**src/rtl/keypad_scanner.sv**
```systemverilog
// 4x4 matrix keypad scanner: rotates an active-low row drive, debounces a
// closed key over several scan ticks and pushes accepted codes into an 8-digit buffer.
module keypad_scanner #(
  parameter int SCAN_DIV  = 200000,
  parameter int DEB_SCANS = 4
) (
  input  logic            clk,
  input  logic            rst,
  input  logic [3:0]      COL,
  input  logic            clr,
  output logic [3:0]      ROW,
  output logic [3:0]      key_code,
  output logic            key_valid,
  output logic [7:0][3:0] num
);

  localparam int DIV_W = $clog2(SCAN_DIV);
  localparam int CNT_W = $clog2(DEB_SCANS + 1);
  localparam logic [DIV_W-1:0] DIV_LAST = DIV_W'(SCAN_DIV - 1);
  localparam logic [CNT_W-1:0] DEB_LAST = CNT_W'(DEB_SCANS);

  typedef enum logic [1:0] {
    SCAN     = 2'd0,
    DEBOUNCE = 2'd1,
    HOLD     = 2'd2
  } state_e;

  state_e            state_q, state_d;
  logic [3:0]        col_meta_q, col_sync_q;
  logic [DIV_W-1:0]  div_q;
  logic [3:0]        row_q, row_d;
  logic [1:0]        row_idx_q, row_idx_d;
  logic [1:0]        col_idx_q, col_idx_d;
  logic [CNT_W-1:0]  deb_cnt_q, deb_cnt_d;
  logic [CNT_W-1:0]  rel_cnt_q, rel_cnt_d;
  logic [3:0]        key_code_q, key_code_d;
  logic              key_valid_q, key_valid_d;
  logic [7:0][3:0]   num_q, num_d;
  logic              tick_s;
  logic              accept_s;
  logic [3:0]        accept_key_s;

  // A corrupted row register falls back to row 0 so ROW stays one-hot.
  function automatic logic [3:0] row_rotate(input logic [3:0] row);
    case (row)
      4'b1110: row_rotate = 4'b1101;
      4'b1101: row_rotate = 4'b1011;
      4'b1011: row_rotate = 4'b0111;
      4'b0111: row_rotate = 4'b1110;
      default: row_rotate = 4'b1110;
    endcase
  endfunction

  function automatic logic [1:0] row_index(input logic [3:0] row);
    case (row)
      4'b1110: row_index = 2'd0;
      4'b1101: row_index = 2'd1;
      4'b1011: row_index = 2'd2;
      4'b0111: row_index = 2'd3;
      default: row_index = 2'd0;
    endcase
  endfunction

  function automatic logic [1:0] lowest_zero(input logic [3:0] col);
    casez (col)
      4'b???0: lowest_zero = 2'd0;
      4'b??01: lowest_zero = 2'd1;
      4'b?011: lowest_zero = 2'd2;
      default: lowest_zero = 2'd3;
    endcase
  endfunction

  function automatic logic [3:0] col_pattern(input logic [1:0] idx);
    col_pattern = ~(4'b0001 << idx);
  endfunction

  function automatic logic [3:0] key_lookup(input logic [1:0] r, input logic [1:0] c);
    case ({r, c})
      4'h0: key_lookup = 4'h1;
      4'h1: key_lookup = 4'h2;
      4'h2: key_lookup = 4'h3;
      4'h3: key_lookup = 4'hA;
      4'h4: key_lookup = 4'h4;
      4'h5: key_lookup = 4'h5;
      4'h6: key_lookup = 4'h6;
      4'h7: key_lookup = 4'hB;
      4'h8: key_lookup = 4'h7;
      4'h9: key_lookup = 4'h8;
      4'hA: key_lookup = 4'h9;
      4'hB: key_lookup = 4'hC;
      4'hC: key_lookup = 4'hE;
      4'hD: key_lookup = 4'h0;
      4'hE: key_lookup = 4'hF;
      default: key_lookup = 4'hD;
    endcase
  endfunction

  assign tick_s = (div_q == DIV_LAST);

  // Column synchronizer and free-running scan divider.
  always_ff @(posedge clk or negedge rst) begin
    if (!rst) begin
      col_meta_q <= 4'hF;
      col_sync_q <= 4'hF;
      div_q      <= {DIV_W{1'b0}};
    end else begin
      col_meta_q <= COL;
      col_sync_q <= col_meta_q;
      div_q      <= tick_s ? {DIV_W{1'b0}} : div_q + DIV_W'(1);
    end
  end

  // Scan/debounce/hold state and all registered outputs.
  always_ff @(posedge clk or negedge rst) begin
    if (!rst) begin
      state_q     <= SCAN;
      row_q       <= 4'b1110;
      row_idx_q   <= 2'd0;
      col_idx_q   <= 2'd0;
      deb_cnt_q   <= {CNT_W{1'b0}};
      rel_cnt_q   <= {CNT_W{1'b0}};
      key_code_q  <= 4'h0;
      key_valid_q <= 1'b0;
      num_q       <= {8{4'h0}};
    end else begin
      state_q     <= state_d;
      row_q       <= row_d;
      row_idx_q   <= row_idx_d;
      col_idx_q   <= col_idx_d;
      deb_cnt_q   <= deb_cnt_d;
      rel_cnt_q   <= rel_cnt_d;
      key_code_q  <= key_code_d;
      key_valid_q <= key_valid_d;
      num_q       <= num_d;
    end
  end

  // Next-state logic; all decisions are taken on the scan tick only.
  always_comb begin
    state_d      = state_q;
    row_d        = row_q;
    row_idx_d    = row_idx_q;
    col_idx_d    = col_idx_q;
    deb_cnt_d    = deb_cnt_q;
    rel_cnt_d    = rel_cnt_q;
    key_code_d   = key_code_q;
    key_valid_d  = 1'b0;
    accept_s     = 1'b0;
    accept_key_s = key_code_q;
    num_d        = num_q;

    if (tick_s) begin
      case (state_q)
        SCAN: begin
          if (col_sync_q == 4'hF) begin
            row_d = row_rotate(row_q);
          end else begin
            row_idx_d = row_index(row_q);
            col_idx_d = lowest_zero(col_sync_q);
            deb_cnt_d = CNT_W'(1);
            // A single required scan accepts on the detecting tick itself.
            if (deb_cnt_d == DEB_LAST) begin
              accept_s     = 1'b1;
              accept_key_s = key_lookup(row_idx_d, col_idx_d);
            end else begin
              state_d = DEBOUNCE;
            end
          end
        end
        DEBOUNCE: begin
          if (col_sync_q == col_pattern(col_idx_q)) begin
            deb_cnt_d = deb_cnt_q + CNT_W'(1);
            if (deb_cnt_d == DEB_LAST) begin
              accept_s     = 1'b1;
              accept_key_s = key_lookup(row_idx_q, col_idx_q);
            end else begin
              state_d = DEBOUNCE;
            end
          end else begin
            state_d = SCAN;
          end
        end
        HOLD: begin
          if (col_sync_q == 4'hF) begin
            rel_cnt_d = rel_cnt_q + CNT_W'(1);
            if (rel_cnt_d == DEB_LAST) begin
              state_d = SCAN;
            end else begin
              state_d = HOLD;
            end
          end else begin
            rel_cnt_d = {CNT_W{1'b0}};
          end
        end
        default: state_d = SCAN;
      endcase
    end else begin
      state_d = state_q;
    end

    if (accept_s) begin
      key_code_d  = accept_key_s;
      key_valid_d = 1'b1;
      state_d     = HOLD;
      rel_cnt_d   = {CNT_W{1'b0}};
    end else begin
      key_valid_d = 1'b0;
    end

    if (clr && accept_s) begin
      num_d = {{7{4'h0}}, accept_key_s};
    end else if (clr) begin
      num_d = {8{4'h0}};
    end else if (accept_s) begin
      num_d = {num_q[6:0], accept_key_s};
    end else begin
      num_d = num_q;
    end
  end

  assign ROW       = row_q;
  assign key_code  = key_code_q;
  assign key_valid = key_valid_q;
  assign num       = num_q;

endmodule

```
**config.mk**
```make
export PLATFORM = sky130hd
export DESIGN_NAME = keypad_scanner
export DESIGN_NICKNAME = d
export VERILOG_FILES = /design/src/rtl/keypad_scanner.sv
export SDC_FILE = /design/constraint.sdc
export NUM_CORES = 1
export LEC_CHECK = 0
export CORE_ASPECT_RATIO = 1.4
export CORE_MARGIN = 2
export CORE_UTILIZATION = 37
export CTS_BUF_LIST = sky130_fd_sc_hd__clkbuf_8
export CTS_CLUSTER_SIZE = 25
export DETAILED_ROUTE_END_ITERATION = 6
export PLACE_DENSITY = 0.61
export SLEW_MARGIN = 20
export SYNTH_ARGS = -nofsm -noshare
export SYNTH_HDL_FRONTEND = slang
export SYNTH_SLANG_ARGS = --single-unit
```
**constraint.sdc**
```tcl
create_clock -name clk -period 3.4 [get_ports clk]
set_input_delay 0.85 -clock clk [delete_from_list [all_inputs] [get_ports clk]]
set_output_delay 0.85 -clock clk [all_outputs]
set_load 0.02 [all_outputs]
```
==> results.md, run 1 <==
- Status: complete, no violations
- CP bufs+invs: 1
- Global-route wire length before repair: 12.74 mm
- Die height: about 120 µm
- Crit end category: primary output
- RSZ-0062 raised after global routing: no
- Max Transition Viols Final: 0
- Cts hold-fix bufs: 0
- Adder-Cell Fraction of Synth Area: 3.653%
- Routed WL: slightly below 8 mm
- Number of antenna violations at the first check in global routing: 0
- R2R setup slack: approximately 1.1 ns
- Final worst path period share: between 70 and 80%
- Fmax: a little over 400 MHz
- Period minus WS final: 2.460 ns
- Root Driver: clkbuf_8
- Avg Inst Size Synth: 11.05 µm²
- GRT Residual Overflow: 0
- Vias in the first global route: approximately 2.6k
- Final worst clock skew: ~0.014 ns
- Syn_nets: 359
- Hold endpoint: col_sync_q[0]
- Post-DRT Antenna Nets: 0
- Post-synth cell types: 51
- Post-synthesis mux area share: around 7.2%
- WL/cell: around 15 µm
- CP Max Fanout: 7
- R2r startpoint: col_idx_q[0]
- DRC violations left: 0
- Synthesis-stage register bit count: slightly below 80
- Largest family of logic cells by synthesized area: simple AND/OR/NAND/NOR gates
- First-pass DRT Iterations: 4
- Buffer depth of the longest clock path: 2
- R2R cell count: 8
- Rows: 43
- Worst path required time: around 2.6 ns
- Area leader, netlist: dfrtp_1
- Switching Fraction: 21.08%
- Place WS: a little under 1 ns
- Synth-to-Final Area Change: 21.26%
- Total track usage: 15.38%
- Die area: approximately 11,000 µm²
- Synth top area cells: dfrtp_1 (45%), dfstp_2 (7.7%), mux2i_1 (6.1%)
- WS Path Type: reg2out
- Part of the power in registers: about 54%
- # nets final: just over 400
- Vias: around 2.6k
- Ant. Diodes: 0
- Worst reg2reg path endpoint: key_code[1]
- Setup slack after layout: 0.9398 ns
- CTS buffer count: 9
- Clk pwr share: roughly 44%
- Port bufs: between 40 and 50
- Syn Std Cell Area: about 3800 µm²
- Post-Syn Instances: approximately 340
- Slowest stage cell on the critical path: clkdlybuf4s50_1
- Setup TNS: 0 ns
- Cell Chain, Critical Path: clkdlybuf4s50_1
- Routability congestion estimate: 0.7542
- Pin count of the biggest net entering global routing: 80
- Comb pwr share: 2.3%
- XOR/XNOR Fraction of Synth Area: under 10%
- Leakage: ~2.1 nW
- Fraction of layout cells with a size suffix above 1: 10.18%
- Setup crit start kind: flip-flop
- Net Switching: ~0.37 mW
- Post-synth top cells: dfrtp_1 (68), nand2_1 (26), o21ai_0 (25), nand2b_1 (24), mux2i_1 (23)
- Synth Area in Compound Gates: 8.469%
- Max-Cap Viols: 0
- Number of H-tree levels: 3
- Count of final setup violators: 0
- Worst Hold Class: reg2reg
- CTS tree: yes
- Initial Util: roughly two fifths
- Endpoints failing hold: 0
- Core region area: roughly 9900 µm²
- Main synth FF type: dfrtp_1
- Yosys top cell area share: a little under half
- VDD IR max: between 0.1 and 0.15 mV
- Starting DRC count in detailed routing: between 100 and 150
- Clk slew on worst S/H paths: 0.08 ns
- Total power: 1.765 mW
- Hold WS: roughly 0.36 ns
- CP peak stage delay: about 0.63 ns
- Worst-Skew Late Latency: approximately 0.36 ns
- Power Internal: roughly 1.4 mW
- Hpwl dp: roughly 5.4 mm
- Fillers: 966
- # clock sinks: 79
- Worst-margin pin slew: ~0.91 ns
- Worst hold stages: 0
- Max transition margin: about two fifths
- Die width: slightly below 90 µm
- Vias per std cell: 4.983
- Hold_sp: col_meta_q[0]
- Post-CTS Setup Bufs: 0
- Simple-Gate Fraction of Synth Area: approximately 20%
- Boundary Pins: between 40 and 50
- EDFF count, synth: 0
- # resized after CTS: 0
- Most common cell in the netlist: dfrtp_1
- PwrDens: between 300 and 400 nW/µm²
- Sequential share of the synthesized area: a little over half
- Post-synth ARST share: 100.0%
- Synthesis warning total: 0
- Crit-path leading delay family: buffers and inverters
- Final core occ: 46.15%
- Arr. time, crit path: between 1.5 and 2 ns
==> power by group through the flow <==
stage	Sequential, mW	Clock [mW]	Combinational, mW
6_report	0.952	0.773	0.0403
5_1_grt	0.952	0.836	0.0470
4_1_cts	0.952	0.794	0.0421
3_5_place_dp	0.970	0	0.0420
3_3_place_gp	0.970	0	0.0417
2_1_floorplan	0.969	0	0.0122
==> layer usage <==
| metal | vias up | track usage, % | part of all wire (%) |
|---|---|---|---|
| met5 | - | 0 | 0 |
| met4 | 0 | 6.996 | 2.0 |
| met3 | 13 | 3.538 | 3.8 |
| met2 | 54 | 26.30 | 52 |
| met1 | 1275 | 18.02 | 42 |
| li1 | 1289 | - | - |
==> layout make-up <==
type | instances | area (µm²) | share of cell area [%]
sequential | 79 | 1991 | 43.58
clock inverter | 6 | 83.83 | 1.835
inverter | 6 | 22.52 | 0.4930
multi-input combinational | 243 | 1678 | 36.73
timing repair buffer | 49 | 486.7 | 10.65
tap | 135 | 168.9 | 3.698
clock buffer | 10 | 137.6 | 3.013
==> cell families (layout without fill, tap and decap cells) <==
family,Yosys count,in the layout
simple gates,131,131
flops,79,79
compound gates,54,54
mux,26,26
xor+xnor,21,21
buf+inv,19,71
fa+ha+maj,11,11
==> placed cells by master, fill, tap and decap left out, drive strengths merged, types with 12 or more instances in the layout <==
cell type,instances
nand2,27
xor2,12
nor2,16
nand3,16
clkdlybuf4s50,46
mux2i,23
o21ai,29
nand2b,24
dfrtp,68
==> sequential cells by signal (all words and copies together), names as in the netlist <==
name,count
deb_cnt_q,3
ROW,4
key_valid,1
div_q,18
num,32
key_code,4
rel_cnt_q,3
row_idx_q,2
col_idx_q,2
state_q,2
col_sync_q,4
col_meta_q,4
==> worst max-delay path by stage <==
stage | startpoint | end | slack [ns] | cells past startpoint
4_1_cts | ROW[3] | ROW[3] | 0.92 | 1
3_3_place_gp | clr | num[27] | 1.01 | 3
6_report | ROW[3] | ROW[3] | 0.94 | 1
2_1_floorplan | col_idx_q[0] | rel_cnt_q[0] | 1.36 | 8
5_1_grt | col_idx_q[0] | rel_cnt_q[0] | 0.80 | 7
3_5_place_dp | clr | num[24] | 0.99 | 3
==> metrics by stage <==
stage               instances  area (µm²)
detailed placement        512        4343
CTS                       528        4564
global placement          512        4343
global route              528        4568
finish                    528        4568
floorplan                 341        3767
No activity file was read; power rests on OpenSTA's default activity.
==> inputs of run 2 (changes only) <==
PLACE_DENSITY = 0.63   (was 0.61)
clock period = 2.2 ns   (was 3.4 ns; I/O delays follow)
==> run 2 against run 1 <==
Count of clock-buffer cells in the layout shrank 1. Core utilization up 1.2 points. Power up 40%. Sequential power is 54% higher. Die area unchanged. Sequential share of layout area shrank 1.1 points. Clock power up 20%. Largest cell class unchanged.
==> results.md, run 2 (synthesis results as in run 1) <==
- CP Max Fanout: 7 (unchanged)
- Setup slack after layout: 0.05533 ns (-0.8844 ns)
- Worst Hold Class: in2async
- Worst-Skew Late Latency: 0.36 ns (about the same)
- CP bufs+invs: 1 (unchanged)
- Slowest stage cell on the critical path: clkdlybuf4s50_1
- Die height: 123.4 µm (unchanged)
- Worst reg2reg path endpoint: key_code[1]
- Number of antenna violations at the first check in global routing: 0 (unchanged)
- Ant. Diodes: 0 (unchanged)
- Die width: 89.28 µm (unchanged)
- # nets final: 424 (+4.4%)
- Cts hold-fix bufs: 0 (unchanged)
- CP peak stage delay: 0.65 ns (+0.02 ns)
- Setup crit start kind: flip-flop
- Boundary Pins: 48 (unchanged)
- Rows: 43 (unchanged)
- Arr. time, crit path: 1.59 ns (-0.02 ns)
- Vias in the first global route: 2,768 (+7.2%)
- Status: complete, no violations
- DP Area: 4496 µm² (+3.5%)
- Place WS: -0.1312 ns (-1.120 ns)
- Most frequent cells in the layout: dfrtp_1 (68), clkdlybuf4s50_1 (45), nand2_1 (26), nand2b_1 (24), o21ai_0 (24)
- Buffer depth of the longest clock path: 2 (unchanged)
- CTS tree: yes
- R2R setup slack: 0.14 ns (-0.91 ns)
- Hpwl dp: 5.990 mm (+10%)
- Final core occ: 47.33% (+1.2 points)
- Most common cell after layout, fill and taps aside: dfrtp_1
- Worst path required time: 1.65 ns (-0.90 ns)
- Final worst path period share: 97.49%
- Crit-path leading delay family: buffers and inverters
- Cell Chain, Critical Path: clkdlybuf4s50_1
- Setup TNS: 0 ns (unchanged)
- Number of flip-flops in the largest register: 32 (unchanged)
- Vias per std cell: 4.980 (about the same)
- Pin count of the biggest net entering global routing: 40 (-50%)
- Max Transition Viols Final: 0 (unchanged)
- Initial Util: 38.06% (unchanged)
- First-pass DRT Iterations: 4 (unchanged)
- GRT Residual Overflow: 0 (unchanged)
- Fraction of layout cells with a size suffix above 1: 14.36% (+4.2 points)
- Max-Cap Viols: 0 (unchanged)
- DRC violations left: 0 (unchanged)
- Starting DRC count in detailed routing: 97 (-16%)
- # clock sinks: 79 (unchanged)
- Max transition margin: 66.49% (+27 points)
- Global-route wire length before repair: 13.72 mm (+7.6%)
- WL/cell: 14.83 µm (+1.8%)
- R2R cell count: 9 (+1)
- Period minus WS final: about 2.1 ns
- Synth-to-Final Area Change: 24.38%
- Routed WL: 8.098 mm (+5.2%)
- Worst-margin pin slew: 0.4980 ns (-0.4108 ns)
- Count of final setup violators: 0 (unchanged)
- Port bufs: 47 (unchanged)
- Post-DRT Antenna Nets: 0 (unchanged)
- Fin area: 4686 µm² (+2.6%)
- Crit end category: primary output
- Endpoints failing hold: 0 (unchanged)
- Leakage: 2.178 nW (+4.0%)
- Final worst clock skew: 0.009965 ns (-0.004465 ns)
- Root Driver: clkbuf_8
- WS Path Type: reg2out
- Die area: 11,020 µm² (unchanged)
- PwrDens: 527.0 nW/µm² (+36%)
- CTS buffer count: 9 (unchanged)
- R2r startpoint: col_idx_q[0]
- Clk slew on worst S/H paths: 0.08 ns (about the same)
- Number of H-tree levels: 3 (unchanged)
- Vias: 2,719 (+3.3%)
- Total track usage: 16.40% (+1.0 points)
- Core region area: 9899 µm² (unchanged)
- VDD IR max: 0.2407 mV (+61%)
- RSZ-0062 raised after global routing: no
- Routability congestion estimate: 0.8186 (+8.5%)
- Fillers: 956 (-1.0%)
- Hold WS: 0.1080 ns (-0.2480 ns)
- Fmax: between 400 and 500 MHz
==> run 2: metal layers <==
metal / share of wire, % / GRT usage, %
met1: 40 / 18.38
met2: 53 / 28.33
met4: 3.2 / 9.701
met3: 3.0 / 3.071
met5: 0 / 0
==> run 2: final cells by class <==
| cell class | instances | area (µm²) | share of cell area, % |
|---|---|---|---|
| Multi-Input combinational cell | 243 | 1693 | 36.13 |
| Sequential cell | 79 | 1991 | 42.48 |
| Tap cell | 135 | 168.9 | 3.605 |
| Inverter | 6 | 22.52 | 0.4806 |
| Clock buffer | 9 | 123.9 | 2.644 |
| Timing Repair Buffer | 67 | 645.6 | 13.78 |
| Clock inverter | 7 | 41.29 | 0.8812 |
==> run 2: report_power, final <==
group / total (mW) / switching, mW / internal (mW)
Clock: 0.928 / 0.530 / 0.398
Sequential: 1.47 / 0.00687 / 1.46
Combinational: 0.0693 / 0.0420 / 0.0273
Total: 2.47 / 0.579 / 1.89
==> run 2: how the worst max path moves through the flow <==
| stage | cells past startpoint | end | startpoint |
|---|---|---|---|
| floorplan | 8 | rel_cnt_q[0] | col_idx_q[0] |
| global placement | 5 | col_idx_q[1] | div_q[9] |
| detailed placement | 5 | col_idx_q[1] | div_q[9] |
| CTS | 1 | ROW[3] | ROW[3] |
| global route | 7 | key_code[1] | deb_cnt_q[0] |
| finish | 1 | ROW[1] | ROW[1] |
==> run 2: through the flow <==
step                      power, mW  instances
final                         2.469        546
after global routing          2.581        546
after CTS                     2.511        545
after detailed placement      1.572        529
after global placement        1.571        529
after floorplan               1.516        341
==> run 2: repair_timing <==
| item | in CTS | in global routing |
|---|---|---|
| setup endpoints to repair | 1 | 14 |
| buffers inserted | 0 | 1 |
| resized for setup | 2 | 4 |
| pin swaps | 0 | 1 |
| gates cloned | 0 | 0 |
==> inputs of run 3 (changes only) <==
SETUP_SLACK_MARGIN = 0.15   (was unset)
==> run 3 against run 2 <==
Critical path depth up 6. Clock skew barely moved. Sequential power barely moved. Maximum frequency increased by 3.8%. Largest cell class unchanged. Flip-flop and latch count unchanged. Setup slack improved by 0.079 ns. Sequential share of layout area down 1.2 points. Highest routed layer unchanged. Hold slack lost 0.0054 ns. Critical path type is now reg2reg.
==> results.md, run 3 (synthesis results as in run 1) <==
- Switching Fraction: 23.55% (+0.11 points)
- Vias per std cell: 5.032 (+1.1%)
- RSZ-0062 raised after global routing: yes
- Cell Chain, Critical Path: or4b_4 > nor3_2 > nand4_1 > buf_4 > clkbuf_16 > nand3b_1 > nand2_1
- CP Max Fanout: 10 (+3)
- Hold WS: 0.1025 ns (-0.005411 ns)
- CP startpoint: div_q[9]
- Worst Hold Class: in2async
- Rows: 43 (unchanged)
- Fmax: 484.0 MHz (+3.8%)
- Starting DRC count in detailed routing: 116 (+20%)
- Worst-margin pin slew: 0.4987 ns (+0.0006310 ns)
- Setup TNS: 0 ns (unchanged)
- CP peak stage delay: 0.57 ns (-0.08 ns)
- CTS buffer count: 9 (unchanged)
- Number of flip-flops in the largest register: 32 (unchanged)
- Crit end category: flip-flop
- R2R setup slack: 0.13 ns (about the same)
- Clk pwr share: 37.6% (about the same)
- Die width: 89.28 µm (unchanged)
- Crit-path leading delay family: simple AND/OR/NAND/NOR gates
- Post-DRT Antenna Nets: 0 (unchanged)
- Leakage: 2.250 nW (+3.3%)
- # nets final: 434 (+2.4%)
- Routability congestion estimate: 0.8186 (unchanged)
- WL/cell: 15.42 µm (+3.9%)
- Hpwl dp: 5.990 mm (unchanged)
- Die height: 123.4 µm (unchanged)
- Buffer depth of the longest clock path: 2 (unchanged)
- # clock sinks: 79 (unchanged)
- Part of the power in registers: 59.5% (about the same)
- VDD IR max: 0.2397 mV (-0.42%)
- Global-route wire length before repair: 13.83 mm (+0.85%)
- Fillers: 954 (-0.21%)
- Power Internal: 1.891 mW (about the same)
- Clk slew on worst S/H paths: 0.08 ns (about the same)
- Worst reg2reg path endpoint: num[0]
- First-pass DRT Iterations: 4 (unchanged)
- Most common cell after layout, fill and taps aside: dfrtp_1
- Vias: 2,798 (+2.9%)
- Root Driver: clkbuf_8
- Status: complete, no violations
- Most frequent cells in the layout: dfrtp_1 (68), clkdlybuf4s50_1 (42), nand2_1 (26), buf_4 (25), nand2b_1 (24)
- Vias in the first global route: 2,791 (+0.83%)
- Boundary Pins: 48 (unchanged)
- Arr. time, crit path: 2.32 ns (+0.73 ns)
- Endpoints failing hold: 0 (unchanged)
- Setup crit start kind: flip-flop
- Slowest stage cell on the critical path: or4b_4
- R2r startpoint: div_q[9]
- Total track usage: 16.55% (+0.15 points)
- Max Transition Viols Final: 0 (unchanged)
- Port bufs: 47 (unchanged)
- Max-Cap Viols: 0 (unchanged)
- GRT Residual Overflow: 0 (unchanged)
- Number of antenna violations at the first check in global routing: 0 (unchanged)
- Final worst clock skew: 0.01019 ns (+0.0002220 ns)
- Die area: 11,020 µm² (unchanged)
- Pin count of the biggest net entering global routing: 40 (unchanged)
- WS Path Type: reg2reg
- Final worst path period share: 93.91% (-3.6 points)
- Max transition margin: 66.45% (about the same)
- Count of final setup violators: 0 (unchanged)
- CP bufs+invs: 2 (+1)
- Core region area: 9899 µm² (unchanged)
- Routed WL: 8.572 mm (+5.9%)
- Period minus WS final: 2.066 ns (-0.07871 ns)
- Worst-Skew Late Latency: 0.37 ns (about the same)
- PwrDens: 512.5 nW/µm² (-2.7%)
- Comb pwr share: 2.9% (about the same)
- CTS tree: yes
- Fraction of layout cells with a size suffix above 1: 19.00% (+4.6 points)
- Synth-to-Final Area Change: 28.13%
- Initial Util: 38.06% (unchanged)
- Net Switching: 0.5827 mW (+0.65%)
- DRC violations left: 0 (unchanged)
- Number of H-tree levels: 3 (unchanged)
- R2R cell count: 7 (-2)
- Ant. Diodes: 0 (unchanged)
- Stages on the worst setup path: 7 (+6)
- Worst path required time: 2.46 ns (+0.81 ns)
- Worst setup path endpoint: num[0]
[run 3: cell types whose count changed in the layout (fill, tap and decap cells not counted), sizes merged]
cell	delta
buf	+9
clkdlybuf4s50	-3
dlygate4sd2	+3
clkbuf	+1
[run 3: layout make-up]
class                      count  area [µm²]  share of cell area (%)
multi-input combinational    243        1734                   35.93
tap                          135       168.9                   3.499
clock inverter                 7       41.29                  0.8554
sequential                    79        1991                   41.24
timing repair buffer          77       745.7                   15.45
clock buffer                   9       123.9                   2.566
inverter                       6       22.52                  0.4666
[run 3: worst min-delay path by stage]
stage / slack [ns] / start / end / cells past startpoint
floorplan: 0.25 / rst / ROW[0] / 0
detailed placement: 0.35 / col_meta_q[1] / col_sync_q[1] / 0
finish: 0.10 / rst / row_idx_q[0] / 1
CTS: 0.10 / rst / row_idx_q[0] / 1
global route: 0.11 / rst / row_idx_q[0] / 1
global placement: 0.35 / col_meta_q[2] / col_sync_q[2] / 0
[run 3: what timing repair did]
| item | in CTS | in global routing |
|---|---|---|
| hold buffers | 0 | 0 |
| pin swaps | 2 | 5 |
| gates cloned | 0 | 2 |
| setup buffers | 3 | 6 |
| endpoints found under the setup margin | 18 | 41 |
| gates resized for setup | 7 | 21 |
[run 3: power groups by stage]
stage | clock network [mW] | logic, mW | registers [mW]
6_report | 0.931 | 0.0710 | 1.47
5_1_grt | 1.03 | 0.0809 | 1.47
4_1_cts | 0.967 | 0.0728 | 1.47
3_5_place_dp | 0 | 0.0728 | 1.50
3_3_place_gp | 0 | 0.0720 | 1.50
2_1_floorplan | 0 | 0.0188 | 1.50
[run 3: per-layer routing]
| metal | global-route usage (%) | vias to the layer above | routed length (µm) |
|---|---|---|---|
| li1 | - | 1353 | - |
| met1 | 18.47 | 1373 | 3354 |
| met2 | 28.75 | 54 | 4686 |
| met3 | 3.071 | 18 | 256 |
| met4 | 9.701 | 0 | 275 |
| met5 | 0 | - | 0 |
[run 3: metrics by stage]
step / instance area (µm²) / total power, mW / instances / worst slack, ns / utilization, %
finish: 4827 / 2.474 / 556 / 0.1340 / 48.76
global route: 4827 / 2.583 / 556 / 0.08454 / 48.76
CTS: 4695 / 2.511 / 548 / 0.1543 / 47.42
detailed placement: 4496 / 1.572 / 529 / -0.1312 / 45.41
global placement: 4496 / 1.571 / 529 / 0.01026 / 45.41
floorplan: 3767 / 1.516 / 341 / 0.1617 / -
[run 3: worst reg2reg max path, stage by stage, from the launching register on]
cell       delay [ns]
dfrtp_1          0.38
or4b_4           0.57
nor3_2           0.26
nand4_1          0.21
buf_4            0.23
clkbuf_16        0.17
nand3b_1         0.08
nand2_1          0.05
